--- config.mk ---
export PLATFORM = sky130hd
export DESIGN_NAME = ps2_frame_rx
export DESIGN_NICKNAME = d
export VERILOG_FILES = /design/src/rtl/ps2_frame_rx.sv
export SDC_FILE = /design/constraint.sdc
export NUM_CORES = 1
export LEC_CHECK = 0
export ABC_CLOCK_PERIOD_IN_PS = 2000
export CAP_MARGIN = 25
export CORE_UTILIZATION = 52
export DETAILED_ROUTE_END_ITERATION = 10
export PLACE_DENSITY = 0.75
export SYNTH_ARGS = -nofsm -noshare
export SYNTH_HDL_FRONTEND = slang
export SYNTH_SLANG_ARGS = --single-unit
--- constraint.sdc ---
create_clock -name CLOCK_50 -period 2 [get_ports CLOCK_50]
set_clock_uncertainty 0.15 [all_clocks]
set_input_delay 0.3 -clock CLOCK_50 [delete_from_list [all_inputs] [get_ports CLOCK_50]]
set_output_delay 0.3 -clock CLOCK_50 [all_outputs]
set_load 0.005 [all_outputs]
--- src/rtl/ps2_frame_rx.sv ---
// ps2_frame_rx
// PS/2 device-to-host receive front end. The raw PS/2 clock and data lines
// are synchronized and the clock is glitch-filtered. 11-bit frames are
// assembled and their start, odd-parity and stop bits are checked. Good
// bytes are then folded with their E0 (extended) and F0 (break) prefixes
// into single key events.
//
// Ports:
//   CLOCK_50   in   system clock (50 MHz)
//   Reset      in   asynchronous, active-high reset
//   PS2_CLK    in   raw PS/2 clock line (never driven by this block)
//   PS2_DAT    in   raw PS/2 data line (never driven by this block)
//   byte_out   out  [7:0] last validated frame data byte
//   byte_valid out  one-cycle pulse, byte_out valid
//   key_code   out  [7:0] scan code of the last key event (held)
//   key_ext    out  last key event was E0-prefixed (held)
//   key_break  out  last key event was F0-prefixed (held)
//   key_valid  out  one-cycle pulse, key_* valid
//   parity_err out  one-cycle pulse on a parity failure
//   frame_err  out  one-cycle pulse on bad start, bad stop or timeout
module ps2_frame_rx #(
    parameter int FILTER_LEN     = 8,
    parameter int TIMEOUT_CYCLES = 100000
) (
    input  logic       CLOCK_50,
    input  logic       Reset,
    input  logic       PS2_CLK,
    input  logic       PS2_DAT,
    output logic [7:0] byte_out,
    output logic       byte_valid,
    output logic [7:0] key_code,
    output logic       key_ext,
    output logic       key_break,
    output logic       key_valid,
    output logic       parity_err,
    output logic       frame_err
);

    localparam int FW = $clog2(FILTER_LEN + 1);
    localparam int TW = $clog2(TIMEOUT_CYCLES + 1);

    typedef enum logic [1:0] {IDLE, RECV, CHECK} state_t;

    state_t        state;
    logic          clk_meta, clk_sync, dat_meta, dat_sync;
    logic          clk_filt, clk_filt_d;
    logic [FW-1:0] filt_cnt;
    logic          strobe;
    logic [3:0]    bit_cnt;
    logic [8:0]    shift_reg;
    logic [TW-1:0] timeout_cnt;
    logic          flag_clr;
    logic          ext_flag, break_flag;

    // Two-flop synchronizers. They reset to 1 because the idle bus is high,
    // so releasing reset never looks like a falling clock edge.
    always_ff @(posedge CLOCK_50 or posedge Reset) begin
        if (Reset) begin
            clk_meta <= 1'b1;
            clk_sync <= 1'b1;
            dat_meta <= 1'b1;
            dat_sync <= 1'b1;
        end else begin
            clk_meta <= PS2_CLK;
            clk_sync <= clk_meta;
            dat_meta <= PS2_DAT;
            dat_sync <= dat_meta;
        end
    end

    // The counter runs only while the synchronized clock disagrees with the
    // filtered level. Any agreeing sample restarts it, so a pulse shorter than
    // FILTER_LEN samples never reaches the filtered clock.
    always_ff @(posedge CLOCK_50 or posedge Reset) begin
        if (Reset) begin
            clk_filt   <= 1'b1;
            clk_filt_d <= 1'b1;
            filt_cnt   <= '0;
        end else begin
            clk_filt_d <= clk_filt;
            if (clk_sync == clk_filt) begin
                filt_cnt <= '0;
            end else if (filt_cnt == FW'(FILTER_LEN - 1)) begin
                clk_filt <= clk_sync;
                filt_cnt <= '0;
            end else begin
                filt_cnt <= filt_cnt + FW'(1);
            end
        end
    end

    assign strobe = clk_filt_d & ~clk_filt;

    // Frame FSM. The shift register is 9 bits wide: 8 data bits plus parity.
    // The stop bit is taken directly from the line on the last strobe. All
    // checks are resolved on that strobe, so the registered result pulses
    // are visible during the single CHECK cycle, one cycle after the strobe.
    always_ff @(posedge CLOCK_50 or posedge Reset) begin
        if (Reset) begin
            state       <= IDLE;
            bit_cnt     <= '0;
            shift_reg   <= '0;
            timeout_cnt <= '0;
            byte_out    <= '0;
            byte_valid  <= 1'b0;
            parity_err  <= 1'b0;
            frame_err   <= 1'b0;
            flag_clr    <= 1'b0;
        end else begin
            byte_valid <= 1'b0;
            parity_err <= 1'b0;
            frame_err  <= 1'b0;
            flag_clr   <= 1'b0;
            case (state)
                IDLE: begin
                    bit_cnt     <= '0;
                    timeout_cnt <= '0;
                    if (strobe) begin
                        if (!dat_sync) state <= RECV;
                        else           frame_err <= 1'b1;
                    end
                end
                RECV: begin
                    // A strobe takes priority over an expiring timeout.
                    if (strobe) begin
                        timeout_cnt <= '0;
                        if (bit_cnt == 4'd9) begin
                            state <= CHECK;
                            if (^shift_reg != 1'b1) begin
                                parity_err <= 1'b1;
                                flag_clr   <= 1'b1;
                            end else if (!dat_sync) begin
                                frame_err <= 1'b1;
                                flag_clr  <= 1'b1;
                            end else begin
                                byte_out   <= shift_reg[7:0];
                                byte_valid <= 1'b1;
                            end
                        end else begin
                            shift_reg <= {dat_sync, shift_reg[8:1]};
                            bit_cnt   <= bit_cnt + 4'd1;
                        end
                    end else if (timeout_cnt == TW'(TIMEOUT_CYCLES - 1)) begin
                        frame_err <= 1'b1;
                        flag_clr  <= 1'b1;
                        state     <= IDLE;
                    end else begin
                        timeout_cnt <= timeout_cnt + TW'(1);
                    end
                end
                CHECK: state <= IDLE;
                default: state <= IDLE;
            endcase
        end
    end

    // Prefix folding. E0 and F0 only set flags. Protocol replies (AA, FA,
    // EE, FE, 00, FF) and frame errors drop any pending prefix. E1 (pause
    // sequence) leaves the flags alone. Every other byte becomes a key event.
    always_ff @(posedge CLOCK_50 or posedge Reset) begin
        if (Reset) begin
            key_code   <= '0;
            key_ext    <= 1'b0;
            key_break  <= 1'b0;
            key_valid  <= 1'b0;
            ext_flag   <= 1'b0;
            break_flag <= 1'b0;
        end else begin
            key_valid <= 1'b0;
            if (flag_clr) begin
                ext_flag   <= 1'b0;
                break_flag <= 1'b0;
            end else if (byte_valid) begin
                case (byte_out)
                    8'hE0: ext_flag   <= 1'b1;
                    8'hF0: break_flag <= 1'b1;
                    8'hAA, 8'hFA, 8'hEE, 8'hFE, 8'h00, 8'hFF: begin
                        ext_flag   <= 1'b0;
                        break_flag <= 1'b0;
                    end
                    8'hE1: begin
                    end
                    default: begin
                        key_code   <= byte_out;
                        key_ext    <= ext_flag;
                        key_break  <= break_flag;
                        key_valid  <= 1'b1;
                        ext_flag   <= 1'b0;
                        break_flag <= 1'b0;
                    end
                endcase
            end
        end
    end

endmodule

# --- Yosys cells after proc, flatten, opt, wreduce, memory -nomap -nowiden ---
# Cells that the tools add are included.
# W data, S select, Z words.
totals:
  ff_bits: 67
  output_inout_bits: 22
  wordCells: 113
  input_bits: 4
op_classes:
  bitwise_logic: 6
  add_sub_neg: 3
  n_eq_ne: 22
  n_reduce_logical: 17
  muxes: 43
ops:
  columns: ["cell", "n"]
  rows:
  - ["$eq A8 B8 Y1 const B", 8]
  - ["$mux W17", 2]
  - ["$pmux W17 S2", 1]
  - ["$mux W1", 26]
  - ["$add A17 B1 Y17 const B", 1]
  - ["$eq A17 B17 Y1 const B", 1]
  - ["$mux W4", 4]
  - ["$mux W2", 5]
  - ["$ne A3 B3 Y1 const B", 3]
  - ["$reduce_and A3 Y1", 3]
  - ["$reduce_or A9 Y1", 1]
  - ["$reduce_xor A9 Y1", 1]
  - ["$add A4 B1 Y4 const B", 2]
  - ["$logic_not A8 Y1", 1]
  - ["$ne A2 B2 Y1 const B", 4]
  - ["$pmux W4 S2", 1]
  - ["$reduce_and A2 Y1", 4]
  - ["$pmux W1 S2", 3]
  - ["$not A1 Y1", 5]
  - ["$reduce_and A5 Y1", 1]
  - ["$eq A4 B3 Y1 const B", 1]
  - ["$eq A4 B4 Y1 const B", 1]
  - ["$ne A2 B1 Y1 const B", 2]
  - ["$pmux W2 S2", 1]
  - ["7 further kinds", 9]

# --- Longest topological paths before layout ---
depth:
  word_depth: 5
  mapped_depth: 7
  mapped_depth_nobuf: 7

# --- Least setup slack after synthesis ---
# No wires, ideal clock.
synth_timing:
  kind: "reg2reg"
  startpoint: "reg shift_reg[3]"
  endpoint: "reg byte_out[0]"
  path_stages_with_launch: 6
  required_ns: 1.725
  setup_ns: 0.125
  period_less_slack_ns: 1.950
  arrival_ns: 1.675
  slack_ns: 0.050
  cell_sequence: "dfrtp_1 > xnor2_1 > xnor3_1 > xnor2_2 > nand3_4 > mux2_2"
synth_between:
  elab_chain_len: 2
synth_rtl:
  columns: ["element", "line", "source"]
  rows:
  - ["start: declaration", "50", "logic [8:0] shift_reg;"]
  - ["start signal: assignment", "140", "shift_reg <= {dat_sync, shift_reg[8:1]};"]
  - ["$reduce_xor A9 Y1", "129", "if (^shift_reg != 1'b1) begin"]
  - ["$reduce_and A5 Y1 (no source line)", null, null]
  - ["end signal: assignment", "136", "byte_out <= shift_reg[7:0];"]
  - ["end: declaration", "29", "output logic [7:0] byte_out,"]
# No other way between the ends.
# A chain may end at the register's enable or synchronous reset.

# --- Final worst setup path ---
# Same ends and word-level chain as after synthesis.

==> out/metrics.cfg <==
[power_and_ir_drop]
p_per_area_nw_per_um2 = 830
p_int_mw = 2.45
p_sw_mw = 0.768
fin_total_pwr_mw = 3.22
leakagePower_nw = 1.77
irDropWorstVdd_uv = 671
swShare = 0.238
p_clk_frac = 0.427
combPwrFrac = 0.108
p_seq_frac = 0.465

[sta]
period_share = 0.981
relSlewSlack = 0.680
fin_crit_ns = 1.96
hold_viol_final = 0
rsz0062_at_grt = yes
clock.fmax_mhz = 510
setup_slack_ns = 0.0386
tightestPinTransition_ns = 0.474
timing.final.setup_violations = 0
slew_violations = 0

[placed_design]
placed_area_um2 = 3570
hpwl_mm = 4.09
gp_congestion = 0.811
numPortBuffers = 25
pre_cts_ws_ns = -0.0142
dp_cells = 374

[layout]
fillerInstances = 390
diodes = 0
fin_area_um2 = 3880
area_growth_pct = 27.0
mostFrequentLayoutCell = dfrtp_1
instances_no_fill = 392
seqCellArea_um2 = 1690
drive_gt1_frac = 0.284
layout_common_cells = 58 x dfrtp_1, 31 x nor2_1, 29 x mux2_2
fin_nets = 323
largest_reg_flops = 17
multi_input_area_um2 = 1350

[worst_setup_path]
cpPeakStageDelay_ns = 0.44
endpoint_kind = register
crit_path_cell_trace = xnor2_1 -> xnor3_1 -> xnor2_2 -> nand3_4 -> mux2_2
critPathKind = reg -> reg
required_ns = 2.08
arrival_ns = 2.04
path_max_fanout = 9
cpMaxStageDelayCell = xnor3_1
critPathLaunchType = register
rrSetupSlack_ns = 0.04

[die]
io_pins = 26
num_rows = 27
dieArea_um2 = 6180
die_w_um = 78.6
die_h_um = 78.6
design.core.area_um2 = 5570
start_util = 0.548

[clocking]
ctsRootBufferMaster = clkbuf_8
hold_buffers = 0
cts_tree = built
clk_path_buf_depth = 2
numCtsBuffers = 9
cts.sinks = 67
clk_latency_ns = 0.34
clk_pin_slew_worst_paths_ns = 0.07
h-tree-depth = 3

[route]
top_layer_used = met4
dr.pass1.iters = 4
route.met3.wl_um = 208
initialDrtViolationCount = 90
wl_mm = 5.84
drc = 0
dr_wl_met2_mm = 2.91
via_per_inst = 5.55
wl_per_cell_um = 14.9
wl_met1_mm = 2.63
via_count = 2174
ant_nets = 0

[yosys]
netlist_area_um2 = 3050
netlist_instances = 261
synth_edf_count = 0
syn_nets = 269
synth_ff_type = dfrtp_1
ys_types = 44
yosysSeqAreaShare = 0.552
synthArstFlopShare = 1.00
yosys_warnings = 0
ys_ff_latch = 67
syn_area_per_cell_um2 = 11.7

[grt]
grt_pass1_wl_mm = 9.94
grt_max_degree = 28
track_usage = 0.211
grt-ovfl-total = 0
grt_pass1_vias = 2155
antenna_found_initial = 0

[job]
max-cap-violations = 0

[worst_hold_path]
hold_class = in -> async

[outcome]
outcome = finished, final reports clean

-- critical path, delay by kind of cell, from the launching register on --
family,cells,cell delay (ns)
DFF,1,0.39
and+or+nand+nor,1,0.17
muxes,1,0.31
xor gates and xnor gates,3,0.82
-- timing repair --
action,CTS,global route
pin swaps,0,4
gates cloned,0,1
setup buffers,0,1
resized for setup,1,11
setup endpoints to repair,1,40
-- final cells by class --
class	count	area share
sequential	67	0.435
inverter	8	0.00871
timing repair buffer	50	0.119
clock inverter	6	0.0290
clock buffer	10	0.0355
tap	72	0.0232
multi-input combinational	179	0.349
-- synth_stat cells (all sizes together) (4+ instances only) --
library cell	count	area [um2]
clkbuf	4	15.0
dfrtp	61	1530
o21ai	4	20.0
inv	8	30.0
nand2	10	37.5
buf	4	18.8
nor3	7	35.0
nand4	8	50.1
and3	4	25.0
nor2	31	116
xor2	8	70.1
nor4	6	37.5
a21oi	5	25.0
xnor2	17	156
mux2	29	327
nand3	11	67.6
ha	4	50.1
dfstp	6	158
-- path summary, 6_finish.rpt --
check,from,end,depth (start not counted)
max,shift_reg[3]$_DFFE_PP0N_,byte_out[0]$_DFFE_PP0P_,5
min,Reset,bit_cnt[0]$_DFFE_PP0P_,2
max reg2reg,shift_reg[3]$_DFFE_PP0N_,byte_out[0]$_DFFE_PP0P_,5
min reg2reg,clk_meta$_DFF_PP1_,clk_sync$_DFF_PP1_,0
max in group asynchronous,Reset,timeout_cnt[14]$_DFFE_PP0P_,3
min in group CLOCK_50,PS2_DAT,dat_meta$_DFF_PP1_,1
-- kinds of logic after synthesis --
family,share of synthesized area
simple gates,0.168
mux,0.110
buf+inv,0.0209
flops,0.552
compound gates,0.0516
xor+xnor,0.0816
fa+ha+maj,0.0164
-- power by group through the flow --
stage | registers (mW) | logic (mW) | clock network, mW
finish | 1.50 | 0.348 | 1.38
global route | 1.50 | 0.387 | 1.47
CTS | 1.49 | 0.350 | 1.40
detailed placement | 1.52 | 0.340 | 0
global placement | 1.52 | 0.328 | 0
floorplan | 1.50 | 0.229 | 0
-- metrics by stage --
| stage | hold WS (ns) | TNS [ns] | utilization |
|---|---|---|---|
| 2_1_floorplan | 0.154 | 0 | - |
| 3_3_place_gp | 0.196 | 0 | 0.640 |
| 3_5_place_dp | 0.201 | -0.0142 | 0.640 |
| 4_1_cts | 0.155 | 0 | 0.686 |
| 5_1_grt | 0.186 | -0.887 | 0.696 |
| 6_report | 0.157 | 0 | 0.696 |
-- per-layer routing --
metal / vias to the layer above / track usage
li1: 1037 / -
met1: 1083 / 0.269
met2: 45 / 0.337
met3: 9 / 0.0593
met4: 0 / 0.0889
met5: - / 0
Note: power is estimated with default switching activity, not from simulation.
